===== config.mk =====
export PLATFORM = sky130hd
export DESIGN_NAME = bcd_conv_arbiter
export DESIGN_NICKNAME = d
export VERILOG_FILES = /design/src/rtl/bcd_conv_arbiter.sv
export SDC_FILE = /design/constraint.sdc
export NUM_CORES = 1
export LEC_CHECK = 0
export CAP_MARGIN = 0
export CORE_MARGIN = 4
export CORE_UTILIZATION = 59
export DETAILED_ROUTE_END_ITERATION = 10
export DONT_BUFFER_PORTS = 1
export PLACE_DENSITY = 0.75
export SYNTH_ARGS = -nofsm -noshare
export SYNTH_HDL_FRONTEND = slang
export SYNTH_SLANG_ARGS = --single-unit

===== constraint.sdc =====
create_clock -name clk -period 2.53 [get_ports clk]
set_input_delay 0.3795 -clock clk [delete_from_list [all_inputs] [get_ports clk]]
set_output_delay 0.3795 -clock clk [all_outputs]
set_load 0.05 [all_outputs]

===== src/rtl/bcd_conv_arbiter.sv =====
// bcd_conv_arbiter: shares a single binary-to-BCD converter among N_REQ
// requesters. Requests are picked round-robin and one conversion runs at a
// time. The block sequences the converter's start/ready/done handshake, returns
// the digits to the granted requester, and uses a watchdog to release the
// converter if done never arrives.
//
// state  | meaning
// -------+----------------------------------------------------------------
// IDLE   | no conversion in flight; grant when a request is pending and the
//        | converter reports ready
// ISSUE  | one-cycle conv_start pulse carrying the latched operand
// WAIT   | wait for conv_done; the watchdog aborts after TIMEOUT_CYCLES
module bcd_conv_arbiter #(
  parameter int N_REQ          = 4,
  parameter int DATA_WIDTH     = 26,
  parameter int DIGITS         = 8,
  parameter int TIMEOUT_CYCLES = 127
) (
  input  logic                        clk,
  input  logic                        rst,
  input  logic [N_REQ-1:0]            req_valid,
  input  logic [N_REQ*DATA_WIDTH-1:0] req_data,
  output logic [N_REQ-1:0]            req_ready,
  output logic [N_REQ-1:0]            resp_valid,
  output logic                        resp_err,
  output logic [DIGITS*4-1:0]         resp_bcd,
  output logic                        busy,
  output logic [2:0]                  grant_id,
  output logic                        conv_start,
  output logic [DATA_WIDTH-1:0]       conv_binary_value,
  input  logic                        conv_ready,
  input  logic                        conv_done,
  input  logic [DIGITS*4-1:0]         conv_bcd
);

  localparam int PW = (N_REQ > 1) ? $clog2(N_REQ) : 1;
  localparam int CW = $clog2(TIMEOUT_CYCLES + 1);

  typedef enum logic [1:0] {
    S_IDLE  = 2'd0,
    S_ISSUE = 2'd1,
    S_WAIT  = 2'd2
  } state_t;

  state_t                  state_q, state_d;
  logic [PW-1:0]           rr_ptr_q, rr_ptr_d;
  logic [PW-1:0]           grant_q, grant_d;
  logic [CW-1:0]           cnt_q, cnt_d;
  logic [DATA_WIDTH-1:0]   op_q, op_d;
  logic [N_REQ-1:0]        resp_valid_q, resp_valid_d;
  logic                    resp_err_q, resp_err_d;
  logic [DIGITS*4-1:0]     resp_bcd_q, resp_bcd_d;

  logic [DATA_WIDTH-1:0]   op_arr [N_REQ];
  logic                    pick_found;
  logic [PW-1:0]           pick_idx;
  logic [PW-1:0]           grant_nxt;
  logic [CW-1:0]           cnt_inc;

  // Unpack the flattened operand bus so the granted slot can be indexed directly
  for (genvar g = 0; g < N_REQ; g++) begin : g_unpack
    assign op_arr[g] = req_data[g*DATA_WIDTH +: DATA_WIDTH];
  end

  // Round-robin search: first pending requester at or after rr_ptr, wrapping
  always_comb begin
    int j;
    logic [PW-1:0] idx;
    j          = 0;
    idx        = '0;
    pick_found = 1'b0;
    pick_idx   = '0;
    for (int k = 0; k < N_REQ; k++) begin
      j = int'(rr_ptr_q) + k;
      if (j >= N_REQ) j = j - N_REQ;
      idx = PW'(j);
      if (!pick_found && req_valid[idx]) begin
        pick_found = 1'b1;
        pick_idx   = idx;
      end
    end
  end

  assign grant_nxt = (grant_q == PW'(N_REQ - 1)) ? '0 : grant_q + 1'b1;
  assign cnt_inc   = cnt_q + 1'b1;

  // Next-state, handshake pulses and result capture
  always_comb begin
    state_d      = state_q;
    rr_ptr_d     = rr_ptr_q;
    grant_d      = grant_q;
    cnt_d        = cnt_q;
    op_d         = op_q;
    resp_valid_d = '0;
    resp_err_d   = 1'b0;
    resp_bcd_d   = resp_bcd_q;
    req_ready    = '0;
    unique case (state_q)
      S_IDLE: begin
        // rst gating keeps the combinational accept pulse low while in reset
        if (pick_found && conv_ready && !rst) begin
          req_ready[pick_idx] = 1'b1;
          grant_d             = pick_idx;
          op_d                = op_arr[pick_idx];
          state_d             = S_ISSUE;
        end
      end
      S_ISSUE: begin
        cnt_d   = '0;
        state_d = S_WAIT;
      end
      S_WAIT: begin
        // done takes priority over a watchdog expiry in the same cycle
        if (conv_done) begin
          resp_bcd_d            = conv_bcd;
          resp_valid_d[grant_q] = 1'b1;
          rr_ptr_d              = grant_nxt;
          state_d               = S_IDLE;
        end else begin
          cnt_d = cnt_inc;
          if (cnt_inc == CW'(TIMEOUT_CYCLES)) begin
            resp_bcd_d            = '0;
            resp_valid_d[grant_q] = 1'b1;
            resp_err_d            = 1'b1;
            rr_ptr_d              = grant_nxt;
            state_d               = S_IDLE;
          end
        end
      end
      default: state_d = S_IDLE;
    endcase
  end

  // State and registered outputs; reset abandons any conversion silently
  always_ff @(posedge clk or posedge rst) begin
    if (rst) begin
      state_q      <= S_IDLE;
      rr_ptr_q     <= '0;
      grant_q      <= '0;
      cnt_q        <= '0;
      op_q         <= '0;
      resp_valid_q <= '0;
      resp_err_q   <= 1'b0;
      resp_bcd_q   <= '0;
    end else begin
      state_q      <= state_d;
      rr_ptr_q     <= rr_ptr_d;
      grant_q      <= grant_d;
      cnt_q        <= cnt_d;
      op_q         <= op_d;
      resp_valid_q <= resp_valid_d;
      resp_err_q   <= resp_err_d;
      resp_bcd_q   <= resp_bcd_d;
    end
  end

  assign resp_valid        = resp_valid_q;
  assign resp_err          = resp_err_q;
  assign resp_bcd          = resp_bcd_q;
  assign busy              = (state_q != S_IDLE);
  assign grant_id          = 3'(grant_q);
  assign conv_start        = (state_q == S_ISSUE);
  assign conv_binary_value = op_q;

endmodule


### Yosys cells after proc, flatten, opt, wreduce, memory -nomap -nowiden

Cells that the tools add are included.
Widths: inputs -> output; s select.

| operators by class | value |
|---|---|
| add/subtract/negate cells | 9 |
| order comparisons | 13 |
| equality and inequality tests | 7 |
| mux-type cells | 46 |
| bitwise gates (word level) | 1 |
| reduce and logical (&&, ||, !) cells | 19 |

Operators with widths:

| cell | count |
|---|---|
| $mux 32 | 2 |
| $bmux 26 s2 | 1 |
| $mux 26 | 2 |
| $mux 2 | 14 |
| $mux 4 | 5 |
| $lt 2x3->1 const B | 6 |
| $pmux 7 s2 | 1 |
| $mux 1 | 13 |
| $ge 3x3->1 const B | 4 |
| $bmux 1 s2 | 4 |
| $reduce_and 2->1 | 4 |
| $sub 2x1->2 const B | 4 |
| $add 7x1->7 const B | 1 |
| $eq 7x7->1 const B | 1 |
| $logic_and 1x1->1 | 7 |
| $mux 7 | 1 |
| $add 2x2->3 const B | 2 |
| $pmux 2 s3 | 1 |
| $reduce_bool 2->1 | 3 |
| $demux 1 s2 | 2 |
| $eq 2x2->1 const B | 2 |
| $ge 2x1->1 const B | 2 |
| $logic_not 1->1 | 4 |
| $ne 2x2->1 const B | 2 |
| 7 further kinds | 7 |

| word-level totals | value |
|---|---|
| flip-flop bits (word level) | 76 |
| input bits | 144 |
| output and inout port bits | 72 |
| logic and storage cells | 103 |

### Longest topological paths before layout

| logic depth | value |
|---|---|
| depth in word-level cells | 20 |
| gate-level depth with buffers | 8 |
| gate-level depth less buffers | 6 |

### Worst setup path after synthesis

Ideal clock, no wire load.

| timing | value |
|---|---|
| path kind | register -> output |
| from | reg state_q[1] |
| to | out req_ready[2] |
| arrival | 2.584 ns |
| required time | 2.151 ns |
| slack | -0.434 ns |
| stages on the path, launching flop included | 7 |
| path buffers | 2 |
| cells stage by stage | dfrtp_1 -> or2_2 -> nor3b_2 -> o21ai_1 -> buf_2 -> buf_6 -> nor3_1 |

| on the way | value |
|---|---|
| cells in the longest elaborated chain, start to end | 2 |

Ends and longest elaborated chain:

| what | line | text |
|---|---|---|
| start, declared | 45 | `state_t state_q, state_d;` |
| start signal, assigned | 146 | `state_q <= state_d;` |
| $logic_not 2->1 | 98 | `unique case (state_q)` |
| $mux 4 | 98 |  |
| end, declared | 23 | `output logic [N_REQ-1:0] req_ready,` |

Every way passes these cells.

### Worst setup path in the final report

Same ends and word-level chain as after synthesis.

==> flow_summary_export.csv <==
group,metric,value,unit
worst_setup_path,end_kind,"output pin",
worst_setup_path,critPathArrivalTime,1990,ps
cts,clock_latency,340,ps
routing,drt-wirelength-per-cell,21.51,um
cts,clkSinkCount,76,
worst_setup_path,critical_path.top_delay_family,"simple AND/OR/NAND/NOR gates",
die,die-area,8858,um^2
hold_path,hold_path.class,"input port to flop",
worst_setup_path,worst-path-buf-inv,1,
synth,synth_ff_type,"dfrtp_1",
synth,avgSynthCellArea,9.097,um^2
synth,synthCells,481,
run,drv_cap,0,
routing,drc,0,
synth,async_flop_share,1.000,
synth,synth_cell_types,50,
synth,yosys_warnings,0,
cts,ctsLongestPathBuffers,2,
sta,finalMaxSlewViolations,0,
finish,antennaDiodeCount,0,
sta,setup_ws,165.2,ps
power_and_ir_drop,p_per_area,978.4,nW/um^2
cts,cts.clk_slew.worst_paths,80,ps
power_and_ir_drop,seqPwrFrac,0.594,
placement,place.gp.congestion,0.8757,
grt,track_usage,0.2679,
synth,synth_fp_nets,631,
sta,max_freq,0.4229,GHz
worst_setup_path,critPathLaunchType,"flop",
routing,final_antenna_net_count,0,
run_status,status,"complete, no violations",
die,start_util,0.6065,
die,ioPinCount,216,
cts,root_buffer,"clkbuf_8",
power_and_ir_drop,power_frac_clock,0.218,
grt,grt_max_degree,44,
routing,drtIter0Drc,270,
finish,layout.nets,619,
placement,hpwl,8.849,mm
die,die_x,94.12,um
sta,finalHoldViolCount,0,
power_and_ir_drop,p_switching,2.178,mW
power_and_ir_drop,leakagePower,1.942,nW
power_and_ir_drop,switching_share,0.4723,
worst_setup_path,cpMaxStageDelayCell,"dfrtp_1",
worst_setup_path,path_class,"flop to output pin",
synth,synth_seq_area_share,0.4347,
worst_setup_path,path_max_fanout,14,
cts,cts_tree,"yes",
die,die_y,94.12,um
power_and_ir_drop,p_comb_frac,0.188,
sta,rsz0062_at_grt,"false",
power_and_ir_drop,power,4.612,mW
die,rows,31,
routing,num_vias,3870,
grt,grt-ovfl-total,0,
sta,finalCritPeriodShare,0.9347,
grt,antenna_found_initial,0,
sta,setup_violations,0,
grt,grt_pass1_wl,18.82,mm
die,core,7214,um^2
cts,cts_max_level,3,
synth,ys_ff_latch,76,
finish,drive_gt1_frac,0.1203,
worst_setup_path,required,2150,ps
synth,synth_area,4375,um^2
sta,slew_headroom,0.1586,
finish,area_growth,7.721,%
power_and_ir_drop,p_int,2.434,mW
sta,worst_pin_slew,1261,ps
cts,cts_setup_buffers,0,
routing,drt_wl_total,12.33,mm
sta,finClkSkew,11.45,ps
routing,drtPass1Iterations,5,
placement,portBuffers,0,
routing,viasPerCell,6.754,
grt,first_global_vias,3718,
synth,synth_edf_count,0,
power_and_ir_drop,vdd_drop_max,0.5164,mV
worst_setup_path,cp_slowest_stage_delay,380,ps
sta,tns,0,ps
placement,dp_worst_setup_slack,363.0,ps
worst_setup_path,crit_chain,"or2_2, nor3b_4, o21ai_4, nor3_4, buf_12",
sta,min_period,2365,ps
cts,cts_buffers,9,
-- flip-flops by register name (all words and copies together) (netlist names) --
register           flops
conv_binary_value     26
state_q                2
resp_valid             4
resp_bcd              32
grant_q                2
rr_ptr_q               2
resp_err               1
cnt_q                  7
-- metal layers --
metal	routed length, um	vias up	track usage
met5	0	-	0
met4	224	0	0.09025
met3	1245	23	0.07532
met2	6040	224	0.4281
met1	4817	1866	0.3503
li1	-	1757	-
-- power groups by stage --
| stage | logic [mW] | clock network (mW) | registers (mW) |
|---|---|---|---|
| 6_report | 0.866 | 1.01 | 2.74 |
| 5_1_grt | 0.982 | 1.08 | 2.78 |
| 4_1_cts | 0.863 | 1.03 | 2.74 |
| 3_5_place_dp | 0.865 | 0 | 2.76 |
| 3_3_place_gp | 0.818 | 0 | 2.76 |
| 2_1_floorplan | 0.719 | 0 | 2.66 |
-- per-stage QoR --
step,cells,hold slack [ps],utilization,instance area [um^2]
detailed placement,556,223.6,0.6202,4474
finish,573,103.9,0.6533,4713
global route,573,97.19,0.6533,4713
floorplan,481,510.7,-,4387
CTS,573,91.15,0.6514,4700
global placement,556,218.2,0.6202,4474
-- worst reg2reg max path: stages (launching register included) --
cell and delay, ps:
dfrtp_1 570, inv_1 190, a211oi_1 470, nor2_1 270, a221oi_1 400, a21oi_1 120
-- cell usage after synthesis (all sizes together), types with 8 or more instances --
cell,n,area (um^2)
inv,11,41.29
o22a,19,166.4
a221o,19,190.2
a21boi,8,86.34
a221oi,10,87.58
buf,20,141.4
nand2,44,165.2
clkbuf,25,96.34
and3,12,75.07
a21oi,27,135.1
o21ai,75,379.1
dfrtp,76,1902
nand3,24,120.1
nor2,22,82.58
a22oi,32,240.2
-- repair_timing --
action	CTS	global route
endpoints found under the hold margin	11	0
hold buffers	1	0
endpoints found under the setup margin	0	2
resized for setup	0	2
-- layout by cell type, fill, tap and decap left out, types with 2 or more instances in the layout --
master / Yosys / routed
dfrtp_1: 76 / 76
o21ai_1: 10 / 9
or3_1: 3 / 3
nor2b_1: 5 / 5
a21boi_2: 7 / 7
o22a_1: 19 / 19
buf_4: 2 / 19
xor2_1: 2 / 2
and3_1: 12 / 12
ha_1: 6 / 6
nand2_1: 44 / 44
clkinv_2: 0 / 2
nand2b_1: 5 / 5
a221oi_1: 10 / 9
bufinv_16: 0 / 2
and2_1: 3 / 3
nor2_1: 22 / 21
a21oi_1: 27 / 27
clkbuf_8: 0 / 9
buf_12: 0 / 2
inv_1: 10 / 9
nand3_1: 24 / 24
o21ai_0: 64 / 64
o211ai_1: 3 / 3
inv_2: 1 / 2
a22o_1: 2 / 2
mux2i_1: 5 / 5
a22oi_1: 32 / 32
nor3_1: 3 / 2
o21a_1: 3 / 3
a221o_1: 19 / 19
-- cell type report --
class                      instances  area (um^2)
tap                               99        123.9
timing repair buffer              22        192.7
clock inverter                     6        87.58
fill                             580         2501
multi-input combinational        349         2238
clock buffer                      10        127.6
inverter                          11        41.29
sequential                        76         1902
-- final timing paths --
kind / start / to / slack [ps] / cells after the start
max in group asynchronous: rst / resp_bcd[0] / 1250 / 3
worst max register to register: rr_ptr_q[1] / conv_binary_value[19] / 400 / 5
worst min-delay path: conv_done / resp_err / 100 / 1
min in group asynchronous: rst / cnt_q[5] / 450 / 2
worst max-delay path: state_q[1] / req_ready[2] / 170 / 5
worst min register to register: cnt_q[6] / cnt_q[6] / 560 / 1
-- cell families after synthesis --
kind of cell	count (synthesis)	synth area share
buf+inv	56	0.06376
fa+ha+maj	6	0.01716
flops	76	0.4347
compound gates	204	0.3206
other cells	1	0.0008571
simple gates	131	0.1476
xor+xnor	2	0.004004
mux	5	0.01144
(Power assumes the default switching activity.)
